$ cat config.mk
export PLATFORM = sky130hd
export DESIGN_NAME = decode_stage
export DESIGN_NICKNAME = d
export VERILOG_FILES = /design/src/rtl/decode_stage.sv
export SDC_FILE = /design/constraint.sdc
export NUM_CORES = 1
export LEC_CHECK = 0
export BUFFER_PORTS_ARGS = -buffer_cell sky130_fd_sc_hd__buf_2
export CORE_AREA = 3 3 133 135
export CTS_CLUSTER_DIAMETER = 50
export DETAILED_ROUTE_END_ITERATION = 10
export DIE_AREA = 0 0 136 138
export MAX_ROUTING_LAYER = met4
export PLACE_DENSITY_LB_ADDON = 0.25
export SETUP_SLACK_MARGIN = 0.3
export SLEW_MARGIN = 20
export SYNTH_ARGS = -nofsm -noshare
export SYNTH_HDL_FRONTEND = slang
export SYNTH_SLANG_ARGS = --single-unit
$ cat constraint.sdc
create_clock -name clock -period 4.6 [get_ports clock]
set_input_delay 0.69 -clock clock [delete_from_list [all_inputs] [get_ports clock]]
set_output_delay 0.69 -clock clock [all_outputs]
set_load 0.03 [all_outputs]
$ cat src/rtl/decode_stage.sv
// ID stage of the 5-stage RV32I pipeline: decode, immediates, load-use/WB hazard stall, ID/EX register.
// Optional macro ID_WB_BYPASS_EN: forward the WB write into ex_rsN_data instead of stalling on it.
module decode_stage #(
    parameter int XLEN      = 32,
    parameter int HAZARD_EN = 1
) (
    input  logic            clock,
    input  logic            reset,
    input  logic            id_valid,
    input  logic [XLEN-1:0] id_pc,
    input  logic [31:0]     id_instr,
    output logic [4:0]      rf_read_addr1,
    output logic [4:0]      rf_read_addr2,
    input  logic [XLEN-1:0] rf_read_data1,
    input  logic [XLEN-1:0] rf_read_data2,
    input  logic            wb_write_enable,
    input  logic [4:0]      wb_write_addr,
    input  logic [XLEN-1:0] wb_write_data,
    input  logic            ex_flush,
    output logic            id_stall,
    output logic            ex_valid,
    output logic [XLEN-1:0] ex_pc,
    output logic [XLEN-1:0] ex_rs1_data,
    output logic [XLEN-1:0] ex_rs2_data,
    output logic [XLEN-1:0] ex_imm,
    output logic [4:0]      ex_rs1_addr,
    output logic [4:0]      ex_rs2_addr,
    output logic [4:0]      ex_rd,
    output logic [2:0]      ex_funct3,
    output logic            ex_funct7b5,
    output logic [6:0]      ex_opcode,
    output logic            ex_alu_src,
    output logic            ex_mem_read,
    output logic            ex_mem_write,
    output logic            ex_reg_write,
    output logic            ex_mem_to_reg,
    output logic            ex_branch,
    output logic            ex_jump,
    output logic            ex_illegal
);
    localparam logic [6:0] OP_LUI    = 7'b0110111;
    localparam logic [6:0] OP_AUIPC  = 7'b0010111;
    localparam logic [6:0] OP_JAL    = 7'b1101111;
    localparam logic [6:0] OP_JALR   = 7'b1100111;
    localparam logic [6:0] OP_BRANCH = 7'b1100011;
    localparam logic [6:0] OP_LOAD   = 7'b0000011;
    localparam logic [6:0] OP_STORE  = 7'b0100011;
    localparam logic [6:0] OP_IMM    = 7'b0010011;
    localparam logic [6:0] OP_OP     = 7'b0110011;

    typedef struct packed {
        logic            valid;
        logic [XLEN-1:0] pc;
        logic [XLEN-1:0] rs1_data;
        logic [XLEN-1:0] rs2_data;
        logic [XLEN-1:0] imm;
        logic [4:0]      rs1_addr;
        logic [4:0]      rs2_addr;
        logic [4:0]      rd;
        logic [2:0]      funct3;
        logic            funct7b5;
        logic [6:0]      opcode;
        logic            alu_src;
        logic            mem_read;
        logic            mem_write;
        logic            reg_write;
        logic            mem_to_reg;
        logic            branch;
        logic            jump;
        logic            illegal;
    } idex_t;

    idex_t ex_d, ex_q;

    logic [6:0]      opcode;
    logic [4:0]      rs1, rs2, rd;
    logic            rs1_used, rs2_used;
    logic [XLEN-1:0] imm;
    logic            alu_src, mem_read, mem_write, reg_write, mem_to_reg, branch, jump, illegal;
    logic            load_use, wb_match, wb_hazard, byp1, byp2;

    assign opcode        = id_instr[6:0];
    assign rd            = id_instr[11:7];
    assign rs1           = id_instr[19:15];
    assign rs2           = id_instr[24:20];
    assign rf_read_addr1 = rs1;
    assign rf_read_addr2 = rs2;

    always_comb begin
        imm        = '0;
        alu_src    = 1'b0;
        mem_read   = 1'b0;
        mem_write  = 1'b0;
        reg_write  = 1'b0;
        mem_to_reg = 1'b0;
        branch     = 1'b0;
        jump       = 1'b0;
        illegal    = 1'b0;
        rs1_used   = 1'b0;
        rs2_used   = 1'b0;
        case (opcode)
            OP_OP: begin
                reg_write = 1'b1; rs1_used = 1'b1; rs2_used = 1'b1;
            end
            OP_IMM, OP_LOAD, OP_JALR: begin
                imm       = {{(XLEN-12){id_instr[31]}}, id_instr[31:20]};
                reg_write = 1'b1; alu_src = 1'b1; rs1_used = 1'b1;
                mem_read   = (opcode == OP_LOAD);
                mem_to_reg = (opcode == OP_LOAD);
                jump       = (opcode == OP_JALR);
            end
            OP_STORE: begin
                imm       = {{(XLEN-12){id_instr[31]}}, id_instr[31:25], id_instr[11:7]};
                alu_src   = 1'b1; mem_write = 1'b1; rs1_used = 1'b1; rs2_used = 1'b1;
            end
            OP_BRANCH: begin
                imm    = {{(XLEN-12){id_instr[31]}}, id_instr[7], id_instr[30:25], id_instr[11:8], 1'b0};
                branch = 1'b1; rs1_used = 1'b1; rs2_used = 1'b1;
            end
            OP_LUI, OP_AUIPC: begin
                imm       = {id_instr[31:12], 12'b0};
                reg_write = 1'b1; alu_src = 1'b1;
            end
            OP_JAL: begin
                imm       = {{(XLEN-20){id_instr[31]}}, id_instr[19:12], id_instr[20], id_instr[30:21], 1'b0};
                reg_write = 1'b1; alu_src = 1'b1; jump = 1'b1;
            end
            default: begin
                illegal = 1'b1; alu_src = 1'b1;
            end
        endcase
        if (rd == 5'd0) reg_write = 1'b0;
    end

    // Hazards only count against source registers the opcode actually reads.
    assign load_use = ex_q.valid & ex_q.mem_read & (ex_q.rd != 5'd0) &
                      ((rs1_used & (ex_q.rd == rs1)) | (rs2_used & (ex_q.rd == rs2)));
    assign wb_match = wb_write_enable & (wb_write_addr != 5'd0) &
                      ((rs1_used & (wb_write_addr == rs1)) | (rs2_used & (wb_write_addr == rs2)));

`ifdef ID_WB_BYPASS_EN
    assign wb_hazard = 1'b0;
    assign byp1 = wb_write_enable & (wb_write_addr != 5'd0) & (wb_write_addr == rs1);
    assign byp2 = wb_write_enable & (wb_write_addr != 5'd0) & (wb_write_addr == rs2);
`else
    logic unused_wb_data;
    assign unused_wb_data = ^wb_write_data;
    assign wb_hazard = wb_match;
    assign byp1 = 1'b0;
    assign byp2 = 1'b0;
`endif

    assign id_stall = (HAZARD_EN != 0) & id_valid & ~ex_flush & ~reset & (load_use | wb_hazard);

    always_comb begin
        ex_d            = '0;
        ex_d.valid      = id_valid;
        ex_d.pc         = id_pc;
        ex_d.rs1_data   = byp1 ? wb_write_data : rf_read_data1;
        ex_d.rs2_data   = byp2 ? wb_write_data : rf_read_data2;
        ex_d.imm        = imm;
        ex_d.rs1_addr   = rs1;
        ex_d.rs2_addr   = rs2;
        ex_d.rd         = rd;
        ex_d.funct3     = id_instr[14:12];
        ex_d.funct7b5   = id_instr[30];
        ex_d.opcode     = opcode;
        ex_d.alu_src    = alu_src;
        ex_d.mem_read   = mem_read;
        ex_d.mem_write  = mem_write;
        ex_d.reg_write  = reg_write;
        ex_d.mem_to_reg = mem_to_reg;
        ex_d.branch     = branch;
        ex_d.jump       = jump;
        ex_d.illegal    = illegal;
        // Flush, stall and an empty IF/ID all inject a bubble with every control bit cleared.
        if (ex_flush || id_stall || !id_valid) begin
            ex_d.valid      = 1'b0;
            ex_d.alu_src    = 1'b0;
            ex_d.mem_read   = 1'b0;
            ex_d.mem_write  = 1'b0;
            ex_d.reg_write  = 1'b0;
            ex_d.mem_to_reg = 1'b0;
            ex_d.branch     = 1'b0;
            ex_d.jump       = 1'b0;
            ex_d.illegal    = 1'b0;
        end
    end

    always_ff @(posedge clock) begin
        if (reset) ex_q <= '0;
        else       ex_q <= ex_d;
    end

    assign ex_valid      = ex_q.valid;
    assign ex_pc         = ex_q.pc;
    assign ex_rs1_data   = ex_q.rs1_data;
    assign ex_rs2_data   = ex_q.rs2_data;
    assign ex_imm        = ex_q.imm;
    assign ex_rs1_addr   = ex_q.rs1_addr;
    assign ex_rs2_addr   = ex_q.rs2_addr;
    assign ex_rd         = ex_q.rd;
    assign ex_funct3     = ex_q.funct3;
    assign ex_funct7b5   = ex_q.funct7b5;
    assign ex_opcode     = ex_q.opcode;
    assign ex_alu_src    = ex_q.alu_src;
    assign ex_mem_read   = ex_q.mem_read;
    assign ex_mem_write  = ex_q.mem_write;
    assign ex_reg_write  = ex_q.reg_write;
    assign ex_mem_to_reg = ex_q.mem_to_reg;
    assign ex_branch     = ex_q.branch;
    assign ex_jump       = ex_q.jump;
    assign ex_illegal    = ex_q.illegal;
endmodule

==> impl_metrics.yaml, run 1 <==
outcome:
  status: "finished, final reports clean"
logic_synthesis:
  synth_compound_area_share_pct: 6.17
  syn-instance-count: 474
  synth-simple-area-share_pct: 23.1
  synth.area.mux_share_pct: 0.195
  synth_top_area_cell: "dfxtp_1"
  ys_warn_count: 0
  yosysSeqAreaShare_pct: 63.2
  synth_top_family_by_area: "simple AND/OR/NAND/NOR gates"
  syn_area_mm2: 0.00513
  synth_xor_area_share_pct: 3.59
  yosysMostFrequentCell: "dfxtp_1"
  yosys-top-cells-area: "dfxtp_1, nor2b_1, nand2_1"
  syn-num-nets: 644
  synth_ff_type: "dfxtp_1"
  synth_commonest_cells: "dfxtp_1, nor2b_1, nand2_1, a21oi_1, clkbuf_1"
  async_reset_ff_share_pct: 0
  synth_cell_types: 40
  synth_edf_count: 0
  syn_avg_cell_area_um2: 10.8
  yosys.area_share.adder_pct: 0
  synth_seq_cells: 162
  yosys.area.top_type_share_pct: 63.2
sta:
  post-route-period-util_pct: 72.9
  tns_ns: 0
  hold_violations: 0
  worst_slew_pin_slew_ns: 0.959
  slew_headroom_pct: 36.0
  drv_slew: 0
  finalClockSkew_ns: 0.00964
  max_freq_mhz: 298
  finalCriticalPeriod_ns: 3.35
  setup_viol: 0
  rsz0062_at_grt: "false"
min_path:
  hold_class: "in2reg"
critical_path:
  cp.arrival_ns: 2.66
  required_ns: 3.91
  critPathLaunchType: "primary input"
  critPathCaptureType: "output pin"
  crit_type: "in2out"
  critPathMaxFanout: 13
floorplan:
  die_x_um: 136
  core_mm2: 0.0166
  die_area_mm2: 0.0188
  rows: 47
  die_y_um: 138
  io_pins: 344
  floorplan.initialDensity_pct: 30.9
finish:
  syn2layout_area_growth_pct: 43.8
  fin_util_pct: 44.5
  drive_above_1_share_pct: 44.9
  nNetsFinal: 940
  antennaDiodeCount: 0
  fillers: 1652
place:
  globalplace.congestion: 0.790
  dp_hpwl_um: 11400
  portBuffers: 311
global_routing:
  overflow: 0
  grt_pass1_vias: 4183
  antenna_found_initial: 0
  grt_start_max_net_pins: 70
  grtUsageTotal_pct: 16.6
  grt_pass1_wl_um: 23200
cts:
  worstSkewPairLatency_ns: 0.42
  path_clk_slew_ns: 0.07
  cts_max_level: 4
  cts_resized: 0
  cts_tree: "yes"
  cts_buffers: 17
  cts_hold_buf: 0
  cts_sinks: 162
  post_cts_buffers: 0
  cts_buffer_depth: 2
  root_buffer: "clkbuf_16"
pwr:
  switching_share_pct: 25.7
  intPower_w: 0.00240
  powerDensity_mw_per_mm2: 437
  vdd_drop_max_v: 0.000240
  p_clk_share_pct: 42.8
  comb_power_share_pct: 11.4
  seqPwrFrac_pct: 45.7
  p_leak_nw: 3.53
  switchingPower_w: 0.000830
drt:
  drc_errors: 0
  via_per_inst: 4.17
  drt_iter0_markers: 157
  vias: 4174
  drt_first_pass_iters: 4
  wl_per_cell_um: 15.3
  wl_um: 15300
  final_antenna_net_count: 0
job:
  drv_cap: 0
logic make-up (layout without fill, tap and decap cells):
| logic type | count (synthesis) | in the layout |
|---|---|---|
| compound gates | 45 | 45 |
| xor+xnor | 21 | 21 |
| simple gates | 208 | 208 |
| buf+inv | 37 | 345 |
| flops | 162 | 162 |
| mux | 1 | 1 |
stage by stage:
step           area [um2]  hold slack [ns]  instances  setup slack, ns  total power [W]
2_1_floorplan        5130            0.769        474             1.44          0.00174
6_report             7380            0.467       1002             1.25          0.00323
3_3_place_gp         6800            0.668        971             1.24          0.00188
5_1_grt              7380            0.457       1002             1.13          0.00336
4_1_cts              7380            0.457       1002             1.24          0.00327
3_5_place_dp         6800            0.681        971             1.24          0.00188
cell usage in the layout (no fill, tap or decap), types with 2 or more instances in the layout:
master	count
buf_2	310
dfxtp_1	162
nor2b_1	125
nand2_1	30
a21oi_1	22
nor2_1	19
clkbuf_16	17
xnor2_1	12
xor2_1	9
nor3_1	6
and2_1	6
nand3_1	5
o21ai_0	5
a22oi_1	5
clkbuf_8	4
or4_1	3
inv_6	3
clkinv_4	3
buf_4	3
and3b_1	2
nand2b_1	2
nand4_1	2
o21bai_1	2
nor3b_1	2
nor4_1	2
clkinv_2	2
per-layer routing:
layer,global-route usage [%],vias up,wire [um]
li1,-,2098,-
met3,4.36,23,1340
met4,7.11,0,347
met1,19.6,1850,6300
met5,-,-,0
met2,26.5,203,7300
path summary, 6_finish.rpt:
path	start	end	slack, ns	cells past startpoint
worst max-delay path	id_instr[2]	id_stall	1.25	8
worst min-delay path	id_pc[0]	ex_pc[0]$_SDFF_PP0_	0.47	2
worst max register to register	ex_rd[1]$_SDFF_PP0_	ex_reg_write$_SDFF_PP0_	2.87	4
worst min register to register	ex_valid$_SDFF_PP0_	ex_valid$_SDFF_PP0_	0.69	3
final cells by class:
type | instances | area, um2 | share of cell area (%)
sequential | 162 | 3240 | 44.0
multi-input combinational | 275 | 1700 | 23.1
timing repair buffer | 313 | 1570 | 21.3
clock buffer | 21 | 480 | 6.51
tap | 220 | 275 | 3.73
clock inverter | 10 | 100 | 1.36
inverter | 1 | 3.75 | 0.0509
power groups by stage:
stage | Sequential, W | Combinational [W] | Clock, W
finish | 0.00148 | 0.000369 | 0.00138
global route | 0.00148 | 0.000398 | 0.00148
CTS | 0.00148 | 0.000374 | 0.00142
detailed placement | 0.00151 | 0.000373 | 0
global placement | 0.00151 | 0.000372 | 0
floorplan | 0.00163 | 0.000106 | 0
worst max-delay path, cell delays in order:
cell and delay, ns:
buf_2 0.18, and4bb_1 0.35, nand2_2 0.11, a2111oi_4 0.35, a21oi_2 0.12, o31ai_4 0.47
nor2b_1 0.18, buf_2 0.21
(Power assumes the default switching activity.)
==> inputs of run 2 (changes only) <==
--- a/config.mk
+++ b/config.mk
@@ -6,10 +6,10 @@
 export NUM_CORES = 1
 export LEC_CHECK = 0
 export BUFFER_PORTS_ARGS = -buffer_cell sky130_fd_sc_hd__buf_2
-export CORE_AREA = 3 3 133 135
+export CORE_AREA = 3 3 134 136
 export CTS_CLUSTER_DIAMETER = 50
 export DETAILED_ROUTE_END_ITERATION = 10
-export DIE_AREA = 0 0 136 138
+export DIE_AREA = 0 0 137 139
 export MAX_ROUTING_LAYER = met4
 export PLACE_DENSITY_LB_ADDON = 0.25
 export SETUP_SLACK_MARGIN = 0.3
==> constraint.sdc (replaced) <==
create_clock -name clock -period 3.5 [get_ports clock]
set_input_delay 0.525 -clock clock [delete_from_list [all_inputs] [get_ports clock]]
set_output_delay 0.525 -clock clock [all_outputs]
set_load 0.03 [all_outputs]
==> impl_metrics.yaml, run 2 (synthesis results as in run 1) <==
place:
  portBuffers: 311
  dp_hpwl_um: 11000
  globalplace.congestion: 0.767
  placed_area_mm2: 0.00680
critical_path:
  cp.arrival_ns: 2.45
  reg2reg_from: "ex_rd[1]$_SDFF_PP0_"
  required_ns: 2.97
  r2r_cells: 4
  reg2reg_slack_ns: 1.75
  crit_type: "in2out"
  critPathMaxFanout: 13
  critPathLaunchType: "primary input"
  critPathCaptureType: "output pin"
  reg2reg_to: "ex_reg_write$_SDFF_PP0_"
drt:
  wl_um: 14700
  drt_first_pass_iters: 4
  vias: 4205
  via_per_inst: 4.17
  final_antenna_net_count: 0
  drc_errors: 0
  wl_per_cell_um: 14.6
  drt_iter0_markers: 253
sta:
  hold_violations: 0
  tns_ns: 0
  finalClockSkew_ns: 0.00591
  setup_viol: 0
  rsz0062_at_grt: "false"
  drv_slew: 0
  worst_slew_pin_slew_ns: 0.891
  fin_hold_ws_ns: 0.314
  post-route-period-util_pct: 85.0
  slew_headroom_pct: 40.6
  finalCriticalPeriod_ns: 2.98
  max_freq_mhz: 336
pwr:
  vdd_drop_max_v: 0.000334
  p_clk_share_pct: 43.8
  intPower_w: 0.00320
  switching_share_pct: 25.9
  seqPwrFrac_pct: 45.0
  p_leak_nw: 3.54
  powerDensity_mw_per_mm2: 582
  switchingPower_w: 0.00111
  comb_power_share_pct: 11.2
global_routing:
  grtUsageTotal_pct: 15.4
  antenna_found_initial: 1
  grt_pass1_vias: 4169
  grt_start_max_net_pins: 65
  grt_pass1_wl_um: 22100
  overflow: 0
min_path:
  hold_class: "in2reg"
  min_to: "ex_rs2_data[5]$_SDFF_PP0_"
  min_path_cells: 2
  hp-start: "rf_read_data2[5]"
cts:
  cts_tree: "yes"
  post_cts_buffers: 0
  cts_resized: 0
  cts_sinks: 162
  worstSkewPairLatency_ns: 0.41
  path_clk_slew_ns: 0.07
  cts_buffers: 17
  cts_buffer_depth: 2
  cts_max_level: 4
  cts_hold_buf: 0
  root_buffer: "clkbuf_16"
finish:
  nNetsFinal: 940
  final_cell_mix: "buf_2, dfxtp_1, nor2b_1, nand2_1, a21oi_1"
  drive_above_1_share_pct: 45.0
  final_common_cell: "buf_2"
  fin_util_pct: 43.4
  stdcell_area_mm2: 0.00741
  fillers: 1709
  syn2layout_area_growth_pct: 44.4
floorplan:
  rows: 48
  io_pins: 344
  floorplan.initialDensity_pct: 30.1
  core_mm2: 0.0171
  die_y_um: 139
  die_x_um: 137
  die_area_mm2: 0.0190
outcome:
  status: "finished, final reports clean"
job:
  drv_cap: 0
[run 2: changes by cell type in the layout (fill, tap and decap cells not counted)]
cell	previous run	this run
inv_8	0	2
clkinv_4	3	1
clkbuf_8	4	2
diode_2	0	1
clkinvlp_4	1	3
bufinv_16	1	2
[run 2: worst max-delay path, cell delays in order]
cell	delay, ns
buf_2	0.18
and4bb_1	0.34
nand2_2	0.10
a2111oi_4	0.34
a21oi_2	0.11
o31ai_4	0.44
nor2b_1	0.19
buf_2	0.21
[run 2: metrics by stage]
step / power (W) / std cells / setup slack [ns]
after floorplan: 0.00228 / 474 / 0.667
after global placement: 0.00247 / 976 / 0.539
after detailed placement: 0.00247 / 976 / 0.510
after CTS: 0.00438 / 1008 / 0.511
after global routing: 0.00450 / 1009 / 0.377
final: 0.00431 / 1009 / 0.524
[run 2: cell type report]
type / count / area (um2) / share of cell area (%)
antenna: 1 / 2.50 / 0.0338
clock buffer: 19 / 453 / 6.11
clock inverter: 13 / 150 / 2.03
inverter: 1 / 3.75 / 0.0507
multi-input combinational: 275 / 1700 / 23.0
sequential: 162 / 3240 / 43.8
tap: 225 / 282 / 3.80
timing repair buffer: 313 / 1570 / 21.2
[run 2: worst max-delay path by stage]
stage | start | endpoint | slack [ns]
global route | id_instr[2] | id_stall | 0.38
floorplan | id_instr[3] | id_stall | 0.67
global placement | id_instr[2] | id_stall | 0.54
CTS | id_instr[2] | id_stall | 0.51
finish | id_instr[2] | id_stall | 0.52
detailed placement | id_instr[2] | id_stall | 0.51
[run 2: power groups by stage]
stage | sequential, W | combinational, W | clock (W)
final | 0.00194 | 0.000483 | 0.00189
after global placement | 0.00198 | 0.000489 | 0
after CTS | 0.00194 | 0.000491 | 0.00195
after global routing | 0.00195 | 0.000522 | 0.00203
after detailed placement | 0.00198 | 0.000491 | 0
after floorplan | 0.00214 | 0.000139 | 0
[run 2: layer usage]
| metal | track usage, % | vias to the layer above | routed length, um |
|---|---|---|---|
| met1 | 17.7 | 1896 | 6010 |
| met3 | 5.70 | 14 | 1440 |
| met2 | 24.9 | 196 | 7080 |
| met4 | 4.99 | 0 | 170 |
| met5 | - | - | 0 |
| li1 | - | 2099 | - |
==> inputs of run 3 (changes only) <==
--- a/config.mk
+++ b/config.mk
@@ -6,10 +6,12 @@
 export NUM_CORES = 1
 export LEC_CHECK = 0
 export BUFFER_PORTS_ARGS = -buffer_cell sky130_fd_sc_hd__buf_2
-export CORE_AREA = 3 3 134 136
+export CELL_PAD_IN_SITES_DETAIL_PLACEMENT = 1
+export CELL_PAD_IN_SITES_GLOBAL_PLACEMENT = 1
+export CORE_MARGIN = 3
+export CORE_UTILIZATION = 29
 export CTS_CLUSTER_DIAMETER = 50
 export DETAILED_ROUTE_END_ITERATION = 10
-export DIE_AREA = 0 0 137 139
 export MAX_ROUTING_LAYER = met4
 export PLACE_DENSITY_LB_ADDON = 0.25
 export SETUP_SLACK_MARGIN = 0.3
==> impl_metrics.yaml, run 3 (synthesis results as in run 1) <==
sta:
  rsz0062_at_grt: "false"
  tns_ns: 0
  setup_viol: 0
  finalClockSkew_ns: 0.0120
  fin_hold_ws_ns: 0.316
  max_freq_mhz: 335
  slew_headroom_pct: 38.2
  finalCriticalPeriod_ns: 2.98
  hold_violations: 0
  worst_slew_pin_slew_ns: 0.926
  drv_slew: 0
  post-route-period-util_pct: 85.2
pwr:
  seqPwrFrac_pct: 45.3
  p_leak_nw: 3.53
  vdd_drop_max_v: 0.000324
  switchingPower_w: 0.00112
  powerDensity_mw_per_mm2: 580
  intPower_w: 0.00317
  switching_share_pct: 26.0
  comb_power_share_pct: 11.4
  p_clk_share_pct: 43.3
place:
  placed_area_mm2: 0.00680
  dp_hpwl_um: 12500
  globalplace.congestion: 0.884
  portBuffers: 311
cts:
  cts_max_level: 4
  cts_buffers: 17
  cts_hold_buf: 0
  path_clk_slew_ns: 0.06
  cts_tree: "yes"
  worstSkewPairLatency_ns: 0.42
  cts_buffer_depth: 2
  post_cts_buffers: 0
  cts_resized: 0
  root_buffer: "clkbuf_16"
  cts_sinks: 162
floorplan:
  die_y_um: 139
  rows: 48
  io_pins: 344
  floorplan.initialDensity_pct: 29.7
  die_x_um: 139
  die_area_mm2: 0.0193
  core_mm2: 0.0173
drt:
  wl_um: 16400
  drt_first_pass_iters: 4
  final_antenna_net_count: 0
  wl_per_cell_um: 16.3
  via_per_inst: 4.33
  drc_errors: 0
  drt_iter0_markers: 110
  vias: 4358
critical_path:
  cp_slowest_cell: "o31ai_4"
  slowest_delay_ns: 0.43
  required_ns: 2.97
  crit_top_cell: "buf_2"
  path_buf_inv: 2
  critPathLaunchType: "primary input"
  cp_top_family: "compound AO/OA/AOI/OAI gates"
  critPathMaxFanout: 13
  reg2reg_slack_ns: 1.74
  cp.arrival_ns: 2.46
  critPathCaptureType: "output pin"
  crit_type: "in2out"
  crit_chain: "buf_2 > and4bb_1 > nand2_2 > a2111oi_4 > a21oi_2 > o31ai_4 > nor2b_1 > buf_2"
finish:
  multi_input_area_mm2: 0.00170
  drive_above_1_share_pct: 44.9
  fin_util_pct: 42.8
  nNetsFinal: 940
  regArea_mm2: 0.00324
  fillers: 2042
  syn2layout_area_growth_pct: 44.2
  final_common_cell: "buf_2"
  antennaDiodeCount: 0
  stdcell_area_mm2: 0.00740
  final_cell_mix: "buf_2, dfxtp_1, nor2b_1, nand2_1, a21oi_1"
job:
  drv_cap: 0
global_routing:
  overflow: 0
  grt_pass1_vias: 4562
  grt_start_max_net_pins: 116
  grtUsageTotal_pct: 17.2
  antenna_found_initial: 0
  grt_pass1_wl_um: 25200
min_path:
  hold_class: "in2reg"
outcome:
  status: "finished, final reports clean"
==> run 3: cell count changes in the layout (fill, tap and decap cells not counted), sizes merged <==
cell,before,now
inv,6,8
clkbuf,19,18
clkinv,3,2
clkinvlp,3,2
diode,1,0
==> run 3: stage by stage <==
stage | setup slack [ns] | std cells | total power, W
floorplan | 0.667 | 474 | 0.00228
global placement | 0.515 | 976 | 0.00247
detailed placement | 0.514 | 976 | 0.00248
CTS | 0.478 | 1007 | 0.00437
global route | 0.361 | 1007 | 0.00448
finish | 0.518 | 1007 | 0.00429
==> run 3: metal layers <==
| layer | vias to the layer above | global-route usage, % | wire, um |
|---|---|---|---|
| li1 | 2101 | - | - |
| met2 | 199 | 27.5 | 7950 |
| met3 | 30 | 5.28 | 1100 |
| met1 | 2028 | 19.9 | 6890 |
| met4 | 0 | 8.03 | 458 |
| met5 | - | - | 0 |
==> run 3: worst register-to-register path, cell delays in order (launching register included) <==
cell       delay (ns)
dfxtp_1          0.35
or4_1            0.56
o211ai_1         0.30
o31ai_4          0.14
a2111oi_2        0.31
==> run 3: final timing paths <==
path,endpoint,from,cells past startpoint
hold / removal,ex_rs2_data[9]$_SDFF_PP0_,rf_read_data2[9],2
setup reg to reg,ex_reg_write$_SDFF_PP0_,ex_rd[1]$_SDFF_PP0_,4
hold reg to reg,ex_valid$_SDFF_PP0_,ex_valid$_SDFF_PP0_,3
setup / recovery,id_stall,id_instr[2],8
==> run 3: layout make-up <==
class,instances,area share [%]
clock buffers,18,5.94
clock inverters,13,2.01
inverters,1,0.0508
multi-input cells,275,23.0
flip-flops and latches,162,43.9
well taps,225,3.81
repair buffers,313,21.3
==> run 3: power groups by stage <==
stage	Combinational [W]	Clock (W)	Sequential (W)
after floorplan	0.000139	0	0.00214
after global placement	0.000488	0	0.00198
after detailed placement	0.000496	0	0.00199
after CTS	0.000498	0.00193	0.00194
after global routing	0.000527	0.00200	0.00195
final	0.000490	0.00186	0.00194
